`src/rtl/aq_mem_pkg.sv`:
```
// rtl/aq_mem_pkg.sv - shared types and defaults for the main_ram port arbiter
// Purpose: owner encoding for the RAM port and default address/data widths.
package aq_mem_pkg;

  localparam int AQ_AW = 16;
  localparam int AQ_DW = 8;

  typedef enum logic [1:0] {
    OWN_NONE = 2'd0,
    OWN_CPU  = 2'd1,
    OWN_LDR  = 2'd2,
    OWN_TAPE = 2'd3
  } owner_t;

endpackage

```
`src/rtl/aq_sync_fifo.sv`:
```
// rtl/aq_sync_fifo.sv - synchronous FIFO buffering loader writes
// Purpose: power-of-2 deep FIFO; a push into a full FIFO is accepted when a pop
//          happens in the same cycle.
// Ports:   i_clk/i_rst_n  clock, async active-low reset
//          i_push/i_wdata push strobe and entry
//          i_pop          pop strobe (ignored while empty)
//          o_rdata        head entry
//          o_full/o_empty/o_count  occupancy
module aq_sync_fifo #(
  parameter int DEPTH = 4,
  parameter int WIDTH = 24,
  localparam int PW   = $clog2(DEPTH)
) (
  input  logic             i_clk,
  input  logic             i_rst_n,
  input  logic             i_push,
  input  logic [WIDTH-1:0] i_wdata,
  input  logic             i_pop,
  output logic [WIDTH-1:0] o_rdata,
  output logic             o_full,
  output logic             o_empty,
  output logic [PW:0]      o_count
);

  localparam logic [PW:0] C_FULL = (PW+1)'(DEPTH);

  logic [WIDTH-1:0] r_mem [DEPTH];
  logic [PW-1:0]    r_wptr;
  logic [PW-1:0]    r_rptr;
  logic [PW:0]      r_count;
  logic             w_pop;
  logic             w_push;

  assign w_pop   = i_pop & (r_count != '0);
  // A full FIFO still takes the push when the head leaves in the same cycle.
  assign w_push  = i_push & ((r_count != C_FULL) | w_pop);
  assign o_rdata = r_mem[r_rptr];
  assign o_full  = (r_count == C_FULL);
  assign o_empty = (r_count == '0);
  assign o_count = r_count;

  always_ff @(posedge i_clk) begin
    if (w_push) r_mem[r_wptr] <= i_wdata;
  end

  always_ff @(posedge i_clk or negedge i_rst_n) begin
    if (!i_rst_n) begin
      r_wptr  <= '0;
      r_rptr  <= '0;
      r_count <= '0;
    end else begin
      if (w_push) r_wptr <= r_wptr + PW'(1);
      if (w_pop)  r_rptr <= r_rptr + PW'(1);
      if (w_push && !w_pop)      r_count <= r_count + (PW+1)'(1);
      else if (w_pop && !w_push) r_count <= r_count - (PW+1)'(1);
    end
  end

endmodule

```
`src/rtl/aq_mem_arbiter.sv`:
```
// rtl/aq_mem_arbiter.sv - main_ram CPU-port arbiter for CPU, loader and tape
// Purpose: per-cycle grant of the single RAM port; CPU has priority on its clock
//          enable, loader/tape alternate otherwise, and a CPU cycle is stolen once
//          loader/tape have lost STARVE_MAX consecutive cycles.
// Ports:   i_clk_sys/i_reset_n      clock, async active-low reset
//          i_cpu_*  / o_cpu_ce      CPU request and gated clock enable
//          i_ldr_*  / o_ldr_wait/o_ldr_ovf   buffered loader writes
//          i_tape_* / o_tape_*      tape read request, ack, returned data
//          o_ram_* / i_ram_rdata    RAM port (read data one cycle after enable)
module aq_mem_arbiter
  import aq_mem_pkg::*;
#(
  parameter int AW         = AQ_AW,
  parameter int DW         = AQ_DW,
  parameter int LDR_DEPTH  = 4,
  parameter int STARVE_MAX = 8
) (
  input  logic          i_clk_sys,
  input  logic          i_reset_n,
  input  logic          i_cpu_ce_in,
  output logic          o_cpu_ce,
  input  logic [AW-1:0] i_cpu_addr,
  input  logic [DW-1:0] i_cpu_din,
  input  logic          i_cpu_we,
  input  logic          i_ldr_wr,
  input  logic [AW-1:0] i_ldr_addr,
  input  logic [DW-1:0] i_ldr_data,
  output logic          o_ldr_wait,
  output logic          o_ldr_ovf,
  input  logic          i_tape_req,
  input  logic [AW-1:0] i_tape_addr,
  output logic          o_tape_ack,
  output logic          o_tape_valid,
  output logic [DW-1:0] o_tape_data,
  output logic          o_ram_en,
  output logic          o_ram_we,
  output logic [AW-1:0] o_ram_addr,
  output logic [DW-1:0] o_ram_wdata,
  input  logic [DW-1:0] i_ram_rdata
);

  localparam int FW = AW + DW;
  localparam int CW = $clog2(LDR_DEPTH) + 1;
  localparam logic [7:0] C_STARVE_MAX = 8'(STARVE_MAX);

  logic [FW-1:0] w_fifo_head;
  logic          w_fifo_full;
  logic          w_fifo_empty;
  logic [CW-1:0] w_fifo_count;
  logic          w_pop;
  logic          w_ldr_req;
  logic          w_pending;
  logic          w_steal;
  owner_t        w_grant;
  owner_t        r_owner_q;
  logic [7:0]    r_starve_cnt;
  logic          r_rr_tape_last;
  logic [AW-1:0] r_last_addr;
  logic [DW-1:0] r_last_wdata;
  logic [DW-1:0] r_tape_data;
  logic          r_ldr_ovf;

  aq_sync_fifo #(.DEPTH(LDR_DEPTH), .WIDTH(FW)) u_ldr_fifo (
    .i_clk   (i_clk_sys),
    .i_rst_n (i_reset_n),
    .i_push  (i_ldr_wr),
    .i_wdata ({i_ldr_addr, i_ldr_data}),
    .i_pop   (w_pop),
    .o_rdata (w_fifo_head),
    .o_full  (w_fifo_full),
    .o_empty (w_fifo_empty),
    .o_count (w_fifo_count)
  );

  assign w_ldr_req = ~w_fifo_empty;
  assign w_pending = w_ldr_req | i_tape_req;
  assign w_steal   = (r_starve_cnt == C_STARVE_MAX) & i_cpu_ce_in & w_pending;
  // The CPU just sees a missing enable and advances on a later one.
  assign o_cpu_ce  = i_cpu_ce_in & ~w_steal;

  // Owner register: remembers who had the port last cycle (tape read return).
  always_ff @(posedge i_clk_sys or negedge i_reset_n) begin
    if (!i_reset_n) r_owner_q <= OWN_NONE;
    else            r_owner_q <= w_grant;
  end

  // Grant selection.
  always_comb begin
    w_grant = OWN_NONE;
    if (w_steal || !i_cpu_ce_in) begin
      // Tie between loader and tape goes to whichever did not win last time.
      if (w_ldr_req && i_tape_req) w_grant = r_rr_tape_last ? OWN_LDR : OWN_TAPE;
      else if (w_ldr_req)          w_grant = OWN_LDR;
      else if (i_tape_req)         w_grant = OWN_TAPE;
    end else begin
      w_grant = OWN_CPU;
    end
  end

  // RAM port drive for the current owner; address/data hold when idle.
  always_comb begin
    o_ram_en    = 1'b0;
    o_ram_we    = 1'b0;
    o_ram_addr  = r_last_addr;
    o_ram_wdata = r_last_wdata;
    o_tape_ack  = 1'b0;
    w_pop       = 1'b0;
    unique case (w_grant)
      OWN_CPU: begin
        o_ram_en    = 1'b1;
        o_ram_we    = i_cpu_we;
        o_ram_addr  = i_cpu_addr;
        o_ram_wdata = i_cpu_din;
      end
      OWN_LDR: begin
        o_ram_en    = 1'b1;
        o_ram_we    = 1'b1;
        o_ram_addr  = w_fifo_head[FW-1:DW];
        o_ram_wdata = w_fifo_head[DW-1:0];
        w_pop       = 1'b1;
      end
      OWN_TAPE: begin
        o_ram_en    = 1'b1;
        o_ram_addr  = i_tape_addr;
        o_tape_ack  = 1'b1;
      end
      default: ;
    endcase
  end

  assign o_tape_valid = (r_owner_q == OWN_TAPE);
  assign o_tape_data  = o_tape_valid ? i_ram_rdata : r_tape_data;
  assign o_ldr_wait   = (w_fifo_count == CW'(LDR_DEPTH));
  assign o_ldr_ovf    = r_ldr_ovf;

  always_ff @(posedge i_clk_sys or negedge i_reset_n) begin
    if (!i_reset_n) begin
      r_starve_cnt   <= '0;
      r_rr_tape_last <= 1'b0;
      r_last_addr    <= '0;
      r_last_wdata   <= '0;
      r_tape_data    <= '0;
      r_ldr_ovf      <= 1'b0;
    end else begin
      r_last_addr  <= o_ram_addr;
      r_last_wdata <= o_ram_wdata;
      r_tape_data  <= o_tape_data;
      if (w_grant == OWN_LDR || w_grant == OWN_TAPE || !w_pending) r_starve_cnt <= '0;
      else if (r_starve_cnt != C_STARVE_MAX) r_starve_cnt <= r_starve_cnt + 8'd1;
      if (w_grant == OWN_LDR)       r_rr_tape_last <= 1'b0;
      else if (w_grant == OWN_TAPE) r_rr_tape_last <= 1'b1;
      if (i_ldr_wr && w_fifo_full && !w_pop) r_ldr_ovf <= 1'b1;
    end
  end

endmodule

```
`config.mk`:
```
export PLATFORM = sky130hd
export DESIGN_NAME = aq_mem_arbiter
export DESIGN_NICKNAME = d
export VERILOG_FILES = /design/src/rtl/aq_mem_pkg.sv /design/src/rtl/aq_sync_fifo.sv /design/src/rtl/aq_mem_arbiter.sv
export SDC_FILE = /design/constraint.sdc
export NUM_CORES = 1
export LEC_CHECK = 0
export CAP_MARGIN = 20
export CORE_ASPECT_RATIO = 0.5
export CORE_MARGIN = 3
export CORE_UTILIZATION = 56
export CTS_CLUSTER_DIAMETER = 40
export DETAILED_ROUTE_END_ITERATION = 12
export GPL_ROUTABILITY_DRIVEN = 0
export HOLD_SLACK_MARGIN = 0.06
export PLACE_DENSITY = 0.92
export SLEW_MARGIN = 20
export SYNTH_ARGS = -nofsm -noshare
export SYNTH_HDL_FRONTEND = slang
export SYNTH_SLANG_ARGS = --single-unit
```
`constraint.sdc`:
```
create_clock -name i_clk_sys -period 4.5 [get_ports i_clk_sys]
set_clock_uncertainty 0.05 [all_clocks]
set_input_delay 0.9 -clock i_clk_sys [delete_from_list [all_inputs] [get_ports i_clk_sys]]
set_output_delay 0.9 -clock i_clk_sys [all_outputs]
set_load 0.02 [all_outputs]
```
==> results of run 1 <==
[path summary, 6_finish.rpt]
kind                                                   from                           endpoint  slack [ns]  depth (start not counted)
worst max-delay path                             i_tape_req                      o_ram_addr[3]       -0.08                         10
worst min-delay path                  o_ldr_ovf$_DFFE_PN0P_              o_ldr_ovf$_DFFE_PN0P_        0.44                          1
worst max register to register  r_starve_cnt[0]$_DFFE_PN0P_  u_ldr_fifo.o_count[2]$_DFFE_PN0P_        0.71                         17
worst min register to register        o_ldr_ovf$_DFFE_PN0P_              o_ldr_ovf$_DFFE_PN0P_        0.44                          1
max in group asynchronous                         i_reset_n           r_last_addr[3]$_DFF_PN0_        3.40                          2
min in group asynchronous                         i_reset_n          r_last_wdata[1]$_DFF_PN0_        0.55                          2
[repair_timing]
item | CTS | global route
resized for setup | 4 | 25
buffers inserted | 0 | 0
setup endpoints to repair | 18 | 25
endpoints found under the hold margin | 0 | 0
[synth_stat cells, types with 2 or more instances]
cell	n
dfrtp_1	51
nor2_1	13
xnor2_1	4
nand3_1	7
mux2_2	10
inv_1	24
nand2_1	8
mux4_1	4
a21o_1	2
a221o_1	16
nor2b_1	2
a21oi_1	48
buf_2	8
a22oi_1	7
edfxtp_1	96
and2_1	4
or3_1	4
ha_1	12
xor2_1	4
o21ai_0	4
clkbuf_1	9
a22oi_2	2
buf_6	2
mux4_2	20
nor3b_1	2
[report_power, final]
group | total [mW] | switching, mW | internal, mW
sequential | 2.04 | 0.225 | 1.82
clock | 1.51 | 0.578 | 0.928
combinational | 1.80 | 0.968 | 0.831
total | 5.34 | 1.77 | 3.57
[cell type report]
type                            instances  share of cell area, %
Sequential cell                       147                   50.8
Multi-Input combinational cell        184                   21.2
Timing Repair Buffer                  134                   17.2
Clock buffer                           19                   5.29
Clock inverter                         13                   2.26
Tap cell                              140                   2.14
Inverter                               24                   1.10
[flip-flops by register name (all words and copies together) (netlist names)]
signal / count
u_ldr_fifo.o_count: 3
o_ldr_ovf: 1
r_owner_q: 2
u_ldr_fifo.r_rptr: 2
u_ldr_fifo.r_mem: 96
r_tape_data: 8
r_starve_cnt: 8
u_ldr_fifo.r_wptr: 2
r_last_wdata: 8
r_rr_tape_last: 1
r_last_addr: 16
[metal layers]
| layer | vias to the layer above | wire (um) | part of all wire [%] | global-route usage [%] |
|---|---|---|---|---|
| li1 | 1713 | - | - | - |
| met1 | 2170 | 6340 | 37 | 31.4 |
| met2 | 300 | 8630 | 50 | 46.0 |
| met3 | 77 | 1460 | 8.5 | 8.72 |
| met4 | 0 | 708 | 4.1 | 12.4 |
| met5 | - | 0 | 0 | 0 |
[cell families after synthesis]
kind of cell | synth area share [%]
flip-flops | 68.5
AO/OA/AOI/OAI | 8.99
AND/OR/NAND/NOR | 4.08
buffers and inverters | 3.46
multiplexers | 11.0
adder cells (fa/ha/maj) | 2.80
XOR/XNOR | 1.15
==> results.toml, run 1 <==
[run_status]
status = "finished with violations"
violations = "setup timing"

[placement]
post-place-ws_ns = -0.204
place_inst = 629
dp_hpwl_mm = 9.80
portBuffers = 116
placed_area_mm2 = 0.00748

[global_routing]
grt-ovfl-total = 0
grt_max_degree = 52
grt_pass1_wl_mm = 24.1
grt.total_usage_pct = 26.8
antenna_found_initial = 0
grt_pass1_vias = 4384

[logic_synthesis]
synthArstFlopShare_pct = 34.7
ys_seq_elements = 147
yosysTopAreaCellShare_pct = 47.5
synth-edff-count = 96
synth_area_leader_cell = "edfxtp_1"
synth_nets = 467
yosys_warnings = 0
synthCells = 376
synth_flop_cell = "edfxtp_1"
yosys.cell_types.count = 38
synthesis.area_mm2 = 0.00607
synthTopCellsByArea = "edfxtp_1 (47%), dfrtp_1 (21%), mux4_2 (7.4%)"
ys_seq_area_share_pct = 68.5
avgSynthCellArea_um2 = 16.1

[layout]
fin_util_pct = 78.9
antenna_cells = 0
fin_cells = 661
drive_gt1_share_pct = 16.7
regArea_mm2 = 0.00416
fillers = 532
multi_input_area_mm2 = 0.00173
synthToLayoutAreaGrowth_pct = 34.9
nets = 599
layout_common_cells = "edfxtp_1 (96), clkdlybuf4s50_1 (92), dfrtp_1 (51)"
fin_area_mm2 = 0.00819
final_common_cell = "edfxtp_1"

[clocking]
cts_hold_buf = 0
cts_buffers = 17
cts.sinks = 147
cts_buffer_depth = 2
clkTransAtPathRegs_ns = 0.06
root_buffer = "clkbuf_16"
insertion_delay_ns = 0.43
htreeDepth = 4
cts_tree = "yes"

[critical_path]
worstPathArrival_ns = 3.63
worst-path-max-fanout = 16
critPathBufInv = 4
crit_path_max_incr_delay_ns = 0.65
path_class = "in2out"
endpoint_kind = "output port"
path_cells = "clkdlybuf4s50_1 > nor4_1 > buf_4 > a21o_1 > ha_1 > buf_12 > a221o_1 > a21oi_1 > a21oi_1 > clkdlybuf4s50_1"
crit_slowest_cell = "clkdlybuf4s50_1"
crit_path_start_kind = "primary input"
crit_required_ns = 3.55
cpLargestDelayFamily = "buffers and inverters"

[timing]
worstMarginPinSlew_ns = 0.732
slew_headroom_pct = 51.2
finalHoldWorstSlack_ns = 0.442
min_period_ns = 4.58
fin_ws_ns = -0.0833
fin_crit_sh_pct = 102
hold_viol = 0
tns_ns = -0.0833
setup_viol = 1
clock.fmax_mhz = 218
slew_violations = 0

[route]
detailroute.via_count = 4260
drc = 0
wire_per_inst_um = 25.9
avgViaCountPerCell = 6.44
postRouteAntennaNets = 0
drt_wl_total_mm = 17.1
firstDrtPassIters = 5
drt-initial-drc-count = 400

[power_and_ir_drop]
power_density_mw_per_mm2 = 653
ir_drop_mv = 0.462
p_leak_nw = 3.27
power_mw = 5.34

[floorplanning]
start_util_pct = 58.5
rows = 26
core_area_mm2 = 0.0104
die-area_mm2 = 0.0122
die_w_um = 153
die_h_um = 79.6
ios = 117

[min_path]
hold_path.class = "reg2reg"

[flow_run]
maxCapViolCount = 0
Power figures use the tool's default switching activity.
==> run 2, diff against run 1 <==
--- a/config.mk
+++ b/config.mk
@@ -7,9 +7,10 @@
 export LEC_CHECK = 0
 export CAP_MARGIN = 20
 export CORE_ASPECT_RATIO = 0.5
-export CORE_MARGIN = 3
+export CORE_MARGIN = 4
 export CORE_UTILIZATION = 56
 export CTS_CLUSTER_DIAMETER = 40
+export CTS_CLUSTER_SIZE = 8
 export DETAILED_ROUTE_END_ITERATION = 12
 export GPL_ROUTABILITY_DRIVEN = 0
 export HOLD_SLACK_MARGIN = 0.06
==> run 2 against run 1 <==
  * The flow now finishes without violations
  * Sequential share of layout area rose by 0.49 points
  * Register-to-register slack barely moved
  * Global-route usage fell by 0.73 points
  * Sequential power fell by 2%
  * First-iteration DRC count rose by 26%
  * Design area fell by 0.96%
  * Utilization fell by 0.76 points
  * Non-clock buffer count fell by 1
  * Critical path depth did not move
  * Final cell count fell by 0.15%
  * Hold slack got worse by 0.023 ns
  * Power fell by 3.5%
  * Critical path type unchanged
  * Critical endpoint is now o_ram_addr[0]
  * Largest power group unchanged
==> results.toml, run 2 (same netlist as run 1, synthesis figures left out) <==
[run_status]
status = "complete, no violations"

[critical_path]
path_cells = "clkdlybuf4s50_1 > nor4_1 > buf_4 > a21o_1 > ha_1 > buf_12 > a221o_1 > a21oi_1 > a21oi_1 > dlygate4sd2_1"
crit_required_ns = 3.55
r2r_cells = 14
path_class = "in2out"
crit_path_max_incr_delay_ns = 0.48
crit_path_frequent_cell = "a21oi_1"
crit_path_start_kind = "primary input"
endpoint_kind = "output port"
r2r_slack_ns = 0.72
worstPathArrival_ns = 3.45
worst-path-max-fanout = 16
reg2reg_from = "r_starve_cnt[0]$_DFFE_PN0P_"
cpLargestDelayFamily = "buffers and inverters"
timing.rr.end = "u_ldr_fifo.r_mem[3][22]$_DFFE_PP_"
critPathBufInv = 4
crit_slowest_cell = "clkdlybuf4s50_1"

[layout]
final_common_cell = "edfxtp_1"
largest_register_ffs = 96
reg_top3 = "u_ldr_fifo.r_mem x96, r_last_addr x16"
fin_area_mm2 = 0.00811
nets = 598
synthToLayoutAreaGrowth_pct = 33.6
drive_gt1_share_pct = 16.9
antenna_cells = 0
largest-register = "u_ldr_fifo.r_mem"
layout_common_cells = "edfxtp_1 (96), clkdlybuf4s50_1 (91), dfrtp_1 (51)"
fin_cells = 660
fillers = 515

[flow_run]
maxCapViolCount = 0

[route]
avgViaCountPerCell = 6.26
wire_per_inst_um = 24.8
postRouteAntennaNets = 0
firstDrtPassIters = 5
drt-initial-drc-count = 505
drt_wl_total_mm = 16.3
drc = 0
detailroute.via_count = 4129

[clocking]
cts_tree = "yes"
insertion_delay_ns = 0.42
cts_buffer_depth = 2
cts_buffers = 17
cts_setup_buffers = 0
clkTransAtPathRegs_ns = 0.06
root_buffer = "clkbuf_16"
cts_hold_buf = 0
cts.sinks = 147
htreeDepth = 4

[timing]
setup_viol = 0
slew_headroom_pct = 41.9
rsz0062_at_grt = "false"
finalHoldWorstSlack_ns = 0.419
slew_violations = 0
fin_crit_sh_pct = 97.7
min_period_ns = 4.40
clock.fmax_mhz = 227
hold_viol = 0
fin_ws_ns = 0.104
worstMarginPinSlew_ns = 0.872

[placement]
post-place-ws_ns = -0.242
place_inst = 628
placed_area_mm2 = 0.00746
portBuffers = 116
dp_hpwl_mm = 9.40

[floorplanning]
start_util_pct = 58.5
core_area_mm2 = 0.0104
ios = 117
die_h_um = 81.6
die-area_mm2 = 0.0127
rows = 26
die_w_um = 155

[global_routing]
grt.total_usage_pct = 26.1
antenna_found_initial = 0
grt_max_degree = 52
grt_pass1_wl_mm = 24.3
grt-ovfl-total = 0
grt_pass1_vias = 4252

[power_and_ir_drop]
p_clk_share_pct = 27.0
power_switching_mw = 1.75
swShare_pct = 33.9
p_leak_nw = 3.20
power.internal_mw = 3.41
power_mw = 5.16
combPwrFrac_pct = 34.2
power_density_mw_per_mm2 = 636
ir_drop_mv = 0.376
power_frac_seq_pct = 38.9

[min_path]
min_path_cells = 1
hold_end = "o_ldr_ovf$_DFFE_PN0P_"
hold_path.class = "reg2reg"
min-delay-start = "o_ldr_ovf$_DFFE_PN0P_"
run 2: metal layers:
metal	GRT usage [%]	wire length [um]	up-vias
li1	-	-	1715
met1	31.5	5950	2045
met2	46.1	8180	292
met3	5.95	1360	77
met4	11.7	855	0
met5	0	0	-
run 2: worst max-delay path by stage:
stage                                 from        endpoint  cells after the start
4_1_cts                         i_tape_req  o_ram_addr[11]                     10
5_1_grt        r_starve_cnt[0]$_DFFE_PN0P_  o_ram_addr[12]                     12
3_3_place_gp                    i_tape_req  o_ram_addr[12]                      9
2_1_floorplan  r_starve_cnt[0]$_DFFE_PN0P_  o_ram_addr[11]                     11
3_5_place_dp                    i_tape_req  o_ram_addr[13]                      9
6_report                        i_tape_req   o_ram_addr[0]                     10
run 2: worst register-to-register path, cell delays in order (launching register included):
cell and delay, ns:
dfrtp_1 0.43, inv_1 0.09, ha_1 0.15, nor3b_1 0.21, buf_4 0.17, nand2_1 0.10
a21oi_2 0.26, buf_4 0.16, ha_1 0.17, buf_4 0.25, nor4b_1 0.12, nor2b_1 0.28
buf_4 0.22, and2_1 0.43, buf_4 0.36
run 2: cell type report:
type | instances | area [um^2] | area share (%)
Sequential cell | 147 | 4160 | 51.3
Multi-Input combinational cell | 184 | 1730 | 21.4
Timing Repair Buffer | 133 | 1370 | 16.9
Clock buffer | 18 | 439 | 5.42
Tap cell | 140 | 175 | 2.16
Clock inverter | 14 | 140 | 1.73
Inverter | 24 | 90.1 | 1.11
run 2: what timing repair did:
| action | in CTS | in global routing |
|---|---|---|
| gates resized for setup | 11 | 19 |
| cloned | 0 | 0 |
| setup endpoints to repair | 22 | 19 |
run 2: power groups by stage:
stage	Sequential [mW]	Clock (mW)	Combinational (mW)
2_1_floorplan	1.93	0	1.10
3_3_place_gp	1.97	0	1.65
3_5_place_dp	2.01	0	1.71
4_1_cts	2.00	1.40	1.76
5_1_grt	2.03	1.47	1.87
6_report	2.00	1.39	1.76
run 2: through the flow:
stage / TNS (ns) / util [%]
final: 0 / 78.1
after global routing: 0 / 78.1
after CTS: 0 / 77.7
after detailed placement: -2.03 / 71.9
after global placement: 0 / 71.9
after floorplan: 0 / -
==> run 3, diff against run 2 <==
--- a/config.mk
+++ b/config.mk
@@ -15,6 +15,7 @@
 export GPL_ROUTABILITY_DRIVEN = 0
 export HOLD_SLACK_MARGIN = 0.06
 export PLACE_DENSITY = 0.92
+export SKIP_CTS_REPAIR_TIMING = 1
 export SLEW_MARGIN = 20
 export SYNTH_ARGS = -nofsm -noshare
 export SYNTH_HDL_FRONTEND = slang
==> run 3 against run 2 <==
  * Utilization increased by 0.13 points
  * Highest routed layer unchanged
  * Sequential share of layout area decreased by 0.087 points
  * Power increased by 0.49%
  * Register-to-register slack got worse by 0.07 ns
  * Design area increased by 0.17%
  * Critical path type unchanged
  * Worst setup slack improved by 0.096 ns
  * Via count decreased by 1.4%
  * Largest power group unchanged
  * Final cell count unchanged
==> results.toml, run 3 (same netlist as run 1, synthesis figures left out) <==
[run_status]
status = "complete, no violations"

[timing]
tns_ns = 0
fin_crit_sh_pct = 95.6
slew_headroom_pct = 37.8
setup_viol = 0
clock.fmax_mhz = 233
rsz0062_at_grt = "false"
finalHoldWorstSlack_ns = 0.430
slew_violations = 0
worstMarginPinSlew_ns = 0.933
hold_viol = 0
min_period_ns = 4.30

[global_routing]
grt-ovfl-total = 0
grt_pass1_vias = 4216
grt_pass1_wl_mm = 24.2
antenna_found_initial = 0
grt_max_degree = 52
grt.total_usage_pct = 25.9

[clocking]
cts_buffers = 17
insertion_delay_ns = 0.42
htreeDepth = 4
cts.sinks = 147
clkTransAtPathRegs_ns = 0.06
root_buffer = "clkbuf_16"
cts_buffer_depth = 2
cts_tree = "yes"

[critical_path]
worst-path-max-fanout = 9
crit_start = "i_tape_req"
endpoint_kind = "output port"
r2r_cells = 11
crit_path_start_kind = "primary input"
worstPathArrival_ns = 3.35
reg2reg_from = "r_starve_cnt[2]$_DFFE_PN0P_"
path_class = "in2out"
crit_required_ns = 3.55

[floorplanning]
die-area_mm2 = 0.0127
start_util_pct = 58.5
ios = 117
rows = 26
core_area_mm2 = 0.0104
die_h_um = 81.6
die_w_um = 155

[route]
postRouteAntennaNets = 0
detailroute.via_count = 4072
firstDrtPassIters = 5
wire_per_inst_um = 25.0
drc = 0
avgViaCountPerCell = 6.17
drt_wl_total_mm = 16.5
drt-initial-drc-count = 508

[placement]
portBuffers = 116
place_inst = 628
dp_hpwl_mm = 9.40

[layout]
final_common_cell = "edfxtp_1"
fillers = 512
fin_cells = 660
layout_common_cells = "edfxtp_1 (96), clkdlybuf4s50_1 (91), dfrtp_1 (51)"
antenna_cells = 0
reg_top3 = "u_ldr_fifo.r_mem x96, r_last_addr x16"
synthToLayoutAreaGrowth_pct = 33.8
drive_gt1_share_pct = 16.9
nets = 598
largest_register_ffs = 96
largest-register = "u_ldr_fifo.r_mem"

[power_and_ir_drop]
p_leak_nw = 3.25
power_mw = 5.18
ir_drop_mv = 0.354
power_density_mw_per_mm2 = 638

[min_path]
hold_path.class = "reg2reg"
min-delay-start = "o_ldr_ovf$_DFFE_PN0P_"
min_path_cells = 1

[flow_run]
maxCapViolCount = 0
## run 3: changes by cell type in the layout (fill, tap and decap cells not counted), sizes merged
cell / delta
dlygate4sd2: -6
dlymetal6s2s: +6
## run 3: routing by layer
metal	wire, um	share of wire, %	GRT usage [%]
met1	6150	37	31.6
met2	8330	51	45.8
met3	1410	8.5	5.74
met4	603	3.7	11.1
met5	0	0	0
## run 3: stage by stage
stage	utilization, %	setup WS, ns	area (um^2)
6_report	78.3	0.200	8120
5_1_grt	78.3	0.100	8120
4_1_cts	77.5	-0.315	8040
3_5_place_dp	71.9	-0.242	7460
3_3_place_gp	71.9	0.0211	7460
2_1_floorplan	-	0.815	6070
## run 3: final timing paths
path,to,slack (ns)
max in group asynchronous,r_tape_data[1]$_DFF_PN0_,3.38
hold / removal,o_ldr_ovf$_DFFE_PN0P_,0.43
hold reg to reg,o_ldr_ovf$_DFFE_PN0P_,0.43
setup reg to reg,u_ldr_fifo.r_mem[3][1]$_DFFE_PP_,0.65
min in group asynchronous,r_last_wdata[3]$_DFF_PN0_,0.55
setup / recovery,o_ram_we,0.20
## run 3: critical path, stage by stage
cell	delay, ns
clkdlybuf4s50_1	0.46
nor4_1	0.33
buf_4	0.19
a21o_1	0.14
ha_1	0.27
buf_4	0.23
a21oi_1	0.09
nor2b_1	0.12
clkdlybuf4s50_1	0.61
## run 3: area by class of cell
cell class / instances / area (um^2) / area share (%)
sequential: 147 / 4160 / 51.2
multi-input combinational: 184 / 1730 / 21.2
timing repair buffer: 133 / 1390 / 17.2
clock buffer: 18 / 439 / 5.41
tap: 140 / 175 / 2.16
clock inverter: 14 / 140 / 1.73
inverter: 24 / 90.1 / 1.11
## run 3: power breakdown
group          leakage, nW  switching [mW]  internal (mW)  total, mW
registers             1.50           0.194           1.82       2.01
logic                 1.48           0.961          0.817       1.78
clock network        0.276           0.604          0.791       1.40
